==> src/rtl/stage5_pkg.sv <==
`default_nettype none
// ============================================================================
// Module   : stage5_pkg
// Brief    : Shared FP16 constants and the packed binary16 layout.
// Revision : 1.0
// ============================================================================
package stage5_pkg;

    localparam int FP16_BIAS    = 15;
    localparam int FP16_EXP_MAX = 31;
    localparam int FP16_SIGN_W  = 1;
    localparam int FP16_EXP_W   = 5;
    localparam int FP16_MANT_W  = 10;
    localparam int FP16_W       = FP16_SIGN_W + FP16_EXP_W + FP16_MANT_W;

    typedef struct packed {
        logic [FP16_SIGN_W-1:0] sign;
        logic [FP16_EXP_W-1:0]  exp;
        logic [FP16_MANT_W-1:0] mant;
    } fp16_t;

endpackage
`default_nettype wire

==> src/rtl/stage5_fp16_pack.sv <==
`default_nettype none
// ============================================================================
// Module   : fp16_pack
// Brief    : Combinational packer from normalized sign/significand/exponent
//            to IEEE-754 binary16, saturating to infinity or flushing to zero.
// Revision : 1.0
// ============================================================================
module fp16_pack
    import stage5_pkg::*;
#(
    parameter int BIAS = FP16_BIAS
) (
    input  logic              sign,
    input  logic [10:0]       norm_sum,
    input  logic signed [6:0] exp_final,
    output logic [15:0]       fp16,
    output logic              ovf,
    output logic              udf
);

    localparam logic signed [7:0] c_exp_max = 8'(FP16_EXP_MAX);
    localparam logic signed [7:0] c_bias    = 8'(BIAS);

    logic signed [7:0] w_e;
    fp16_t             w_res;

    assign w_e = {exp_final[6], exp_final} + c_bias;

    always_comb begin
        w_res.sign = sign;
        w_res.exp  = '0;
        w_res.mant = '0;
        ovf        = 1'b0;
        udf        = 1'b0;
        // A clear hidden bit means an exact zero, which is never a flush.
        if (!norm_sum[10]) begin
            udf = 1'b0;
        end else if (w_e >= c_exp_max) begin
            w_res.exp = '1;
            ovf       = 1'b1;
        end else if (w_e <= 8'sd0) begin
            udf = 1'b1;
        end else begin
            w_res.exp  = w_e[FP16_EXP_W-1:0];
            w_res.mant = norm_sum[FP16_MANT_W-1:0];
        end
    end

    assign fp16 = w_res;

endmodule
`default_nettype wire

==> src/rtl/stage5.sv <==
`default_nettype none
// ============================================================================
// Module   : stage5
// Brief    : FP16 pack stage with a two-entry output FIFO, valid/ready
//            handshakes and sticky overflow/underflow flags.
// Revision : 1.0
// ============================================================================
module stage5
    import stage5_pkg::*;
#(
    parameter int BIAS  = FP16_BIAS,
    parameter int DEPTH = 2
) (
    input  logic              clk,
    input  logic              rst,
    input  logic              in_valid,
    output logic              in_ready,
    input  logic              sign,
    input  logic [10:0]       norm_sum,
    input  logic signed [6:0] exp_final,
    output logic              out_valid,
    input  logic              out_ready,
    output logic [15:0]       out_fp16,
    input  logic              flag_clr,
    output logic              ovf_flag,
    output logic              udf_flag
);

    localparam logic [1:0] c_full = 2'(DEPTH);

    logic [15:0] w_pack_fp16;
    logic        w_pack_ovf;
    logic        w_pack_udf;
    logic        w_push;
    logic        w_pop;

    logic [1:0]  r_count;
    logic        r_wr_ptr;
    logic        r_rd_ptr;
    logic [15:0] r_mem [0:1];

    fp16_pack #(
        .BIAS      (BIAS)
    ) u_pack (
        .sign      (sign),
        .norm_sum  (norm_sum),
        .exp_final (exp_final),
        .fp16      (w_pack_fp16),
        .ovf       (w_pack_ovf),
        .udf       (w_pack_udf)
    );

    // Held low during reset so nothing is accepted until rst releases.
    assign in_ready  = !rst && (r_count != c_full);
    assign out_valid = (r_count != 2'd0);
    assign out_fp16  = r_mem[r_rd_ptr];
    assign w_push    = in_valid && in_ready;
    assign w_pop     = out_valid && out_ready;

    always_ff @(posedge clk or posedge rst) begin
        if (rst) begin
            r_count  <= 2'd0;
            r_wr_ptr <= 1'b0;
            r_rd_ptr <= 1'b0;
            for (int i = 0; i < 2; i++) begin
                r_mem[i] <= '0;
            end
        end else begin
            if (w_push) begin
                r_mem[r_wr_ptr] <= w_pack_fp16;
                r_wr_ptr        <= ~r_wr_ptr;
            end
            if (w_pop) begin
                r_rd_ptr <= ~r_rd_ptr;
            end
            case ({w_push, w_pop})
                2'b10:   r_count <= r_count + 2'd1;
                2'b01:   r_count <= r_count - 2'd1;
                default: r_count <= r_count;
            endcase
        end
    end

    // Set has priority over clear when both land on the same edge.
    always_ff @(posedge clk or posedge rst) begin
        if (rst) begin
            ovf_flag <= 1'b0;
            udf_flag <= 1'b0;
        end else begin
            if (w_push && w_pack_ovf) begin
                ovf_flag <= 1'b1;
            end else if (flag_clr) begin
                ovf_flag <= 1'b0;
            end
            if (w_push && w_pack_udf) begin
                udf_flag <= 1'b1;
            end else if (flag_clr) begin
                udf_flag <= 1'b0;
            end
        end
    end

endmodule
`default_nettype wire

==> config.mk <==
export PLATFORM = sky130hd
export DESIGN_NAME = stage5
export DESIGN_NICKNAME = d
export VERILOG_FILES = /design/src/rtl/stage5_pkg.sv /design/src/rtl/stage5_fp16_pack.sv /design/src/rtl/stage5.sv
export SDC_FILE = /design/constraint.sdc
export NUM_CORES = 1
export LEC_CHECK = 0
export BUFFER_PORTS_ARGS = -buffer_cell sky130_fd_sc_hd__buf_2
export CAP_MARGIN = 20
export CORE_ASPECT_RATIO = 0.75
export CORE_UTILIZATION = 43
export CTS_BUF_LIST = sky130_fd_sc_hd__clkbuf_2 sky130_fd_sc_hd__clkbuf_4 sky130_fd_sc_hd__clkbuf_8
export CTS_CLUSTER_DIAMETER = 30
export CTS_CLUSTER_SIZE = 20
export DETAILED_ROUTE_END_ITERATION = 7
export GPL_ROUTABILITY_DRIVEN = 0
export HOLD_SLACK_MARGIN = 0.06
export PLACE_DENSITY = 0.67
export SYNTH_ARGS = -nofsm -noshare
export SYNTH_HDL_FRONTEND = slang
export SYNTH_SLANG_ARGS = --single-unit
==> constraint.sdc <==
create_clock -name clk -period 5.4 [get_ports clk]
set_input_delay 1.08 -clock clk [delete_from_list [all_inputs] [get_ports clk]]
set_output_delay 1.08 -clock clk [all_outputs]
set_load 0.02 [all_outputs]
==> out/qor.txt <==
status = completed
gr usage total = 0.192
Fin Setup TNS = 0 ns
Starting Density = 0.453
Max Cap Viol = 0
Mapped Cells = 222
DRC viols = 0
# hold bufs at CTS = 0
Power, Total = 0.00103 W
Cells after DPL = 312
Max FO, Critical Path = 44
asr flop ratio synth = 1.00
Yosys cell types = 44
pin count of the biggest net entering global routing = 45
post-synth top area share = 0.424
Reg2Reg Setup Slack = 3.50 ns
Final min period = 3.08 ns
layout cells sized above 1 = 0.362
antenna violations before repair = 0
clock buffer depth = 2
Antenna diodes = 0
Die X-Extent = 85.4 um
Yosys top cell by area = dfrtp_1
Worst setup EP type = output pin
CTS sink count = 38
PortBufs = 43
Fill cells = 482
count leader, synth = nand2_1
Synth Warn # = 0
Data required, critical path = 4.32 ns
Critical R2R Capture = r_mem[7]$_DFFE_PP0P_
combinational power share = 0.383
final setup vio count = 0
startpoint types = primary input
post-cts resize count = 0
Core ar. = 4950 sq um
CTS tree = done
fin crit share = 0.571
Synth area leaders = dfrtp_1, o31ai_2, nand2_1
clock power share = 0.201
vias in the first global route = 1627
critical path startpoint = rst
clk slew on worst S/H paths = 0.07 ns
DP Wirelength = 3400 um
synthesized area per cell = 10.1 sq um
Hold Crit Class = reg -> reg
number of detailed-routing iterations run before antenna repair = 4
sequential power share = 0.415
postcts setup bufs = 0
Synth Flop Type = dfrtp_1
Least-Margin Pin Slew = 1.09 ns
synthesized flop and latch total = 38
Slew Limit Fails = 0
Post-synth EDFFs = 0
met2 routed WL = 2180 um
final hold vios = 0
clock root buffer = clkbuf_8
via/cell ratio = 5.56
RSZ-0062 raised after global routing = false
via count = 1779
post-route setup slack = 2.32 ns
max layer used = met4
DRT met1 WL = 2440 um
Layout Skew = 0.00502 ns
# nets final = 286
Routed WL per cell = 15.2 um
Finished Layout Cells = 320
Int Power = 0.000641 W
GRT overflow = 0
Crit Path Category = in -> out
Pwr Density = 400 nW/um^2
Post-Syn Area = 2240 sq um
H-tree levels = 2
reg2reg start = r_count[0]$_DFFE_PP0P_
Slew headroom = 0.269
dpl ws = 2.16 ns
Arr. time, crit path = 2.00 ns
Die Y-Extent = 64.6 um
Leak = 1.17 nW
register area share after synthesis = 0.424
Worst Setup EP = in_ready
R2R cell count = 4
row count = 22
drt first-iter violations = 70
Detailed Route WL = 4860 um
Fmax achieved = 324 MHz
die area = 5520 sq um
num ports = 44
global-route wire length before repair = 8050 um
WL met3 = 177 um
area growth from synthesis to layout = 14.9%
antenna-violating nets left = 0
cts bufs inserted = 5
syn nets = 249
synth cell count leaders = nand2_1, dfrtp_1, o31ai_2
switching fraction of total power = 0.378
Max VDD drop = 0.000126 V
net switching power = 0.000390 W
worst-skew pair later-pin latency = 0.29 ns
sequential cells by signal, summed over array words and instances (netlist names):
name,cells
r_mem,32
r_count,2
ovf_flag,1
r_rd_ptr,1
r_wr_ptr,1
udf_flag,1
routing by layer:
| layer | vias to the layer above | GRT usage |
|---|---|---|
| met5 | - | 0 |
| met3 | 5 | 0.0535 |
| met2 | 31 | 0.288 |
| li1 | 878 | - |
| met1 | 865 | 0.271 |
| met4 | 0 | 0.0563 |
final cells by class:
class | count | area, sq um | area share
Timing Repair Buffer | 45 | 250 | 0.0970
Clock buffer | 7 | 90.1 | 0.0349
Tap cell | 60 | 75.1 | 0.0291
Sequential cell | 38 | 951 | 0.369
Inverter | 7 | 26.3 | 0.0102
Clock inverter | 1 | 5.00 | 0.00194
Multi-Input combinational cell | 162 | 1180 | 0.458
metrics by stage:
stage          cell area (sq um)   util  hold slack (ns)
5_1_grt                     2580  0.520            0.504
3_3_place_gp                2460  0.496            0.454
4_1_cts                     2580  0.520            0.485
3_5_place_dp                2480  0.501            0.467
6_report                    2580  0.520            0.478
2_1_floorplan               2240      -            0.440
critical path: stages:
cell and delay [ns]:
buf_2 0.10, clkinv_1 0.04, buf_4 0.43, and2_1 0.20
buf_2 0.16
power groups by stage:
stage	clock network [W]	logic, W	registers [W]
after CTS	0.000212	0.000401	0.000431
after detailed placement	0	0.000399	0.000436
final	0.000207	0.000395	0.000428
after floorplan	0	0.000324	0.000399
after global routing	0.000226	0.000429	0.000441
after global placement	0	0.000390	0.000432
placed cells by master (no fill, tap or decap), types with 4 or more instances in the layout:
| cell type | instances |
|---|---|
| mux2_2 | 16 |
| dfrtp_1 | 38 |
| buf_2 | 43 |
| nand3_1 | 6 |
| o211ai_1 | 4 |
| o31ai_2 | 20 |
| xnor2_1 | 4 |
| clkbuf_8 | 6 |
| o31ai_1 | 6 |
| inv_1 | 6 |
| nand2_1 | 58 |
cell families after synthesis:
kind of cell / share of synthesized area
compound gates: 0.208
xor+xnor: 0.0234
fa+ha+maj: 0.0167
buf+inv: 0.0502
flops: 0.424
mux: 0.0847
simple gates: 0.193
worst min path at each step:
| stage | from | end | slack, ns | cells past startpoint |
|---|---|---|---|---|
| 3_5_place_dp | r_mem[15]$_DFFE_PP0P_ | r_mem[15]$_DFFE_PP0P_ | 0.47 | 2 |
| 4_1_cts | r_mem[23]$_DFFE_PP0P_ | r_mem[23]$_DFFE_PP0P_ | 0.49 | 2 |
| 5_1_grt | r_mem[25]$_DFFE_PP0P_ | r_mem[25]$_DFFE_PP0P_ | 0.50 | 2 |
| 2_1_floorplan | r_mem[15]$_DFFE_PP0P_ | r_mem[15]$_DFFE_PP0P_ | 0.44 | 2 |
| 6_report | r_mem[30]$_DFFE_PP0P_ | r_mem[30]$_DFFE_PP0P_ | 0.48 | 2 |
| 3_3_place_gp | r_mem[31]$_DFFE_PP0P_ | r_mem[31]$_DFFE_PP0P_ | 0.45 | 2 |
Note: power is estimated with default switching activity, not from simulation.
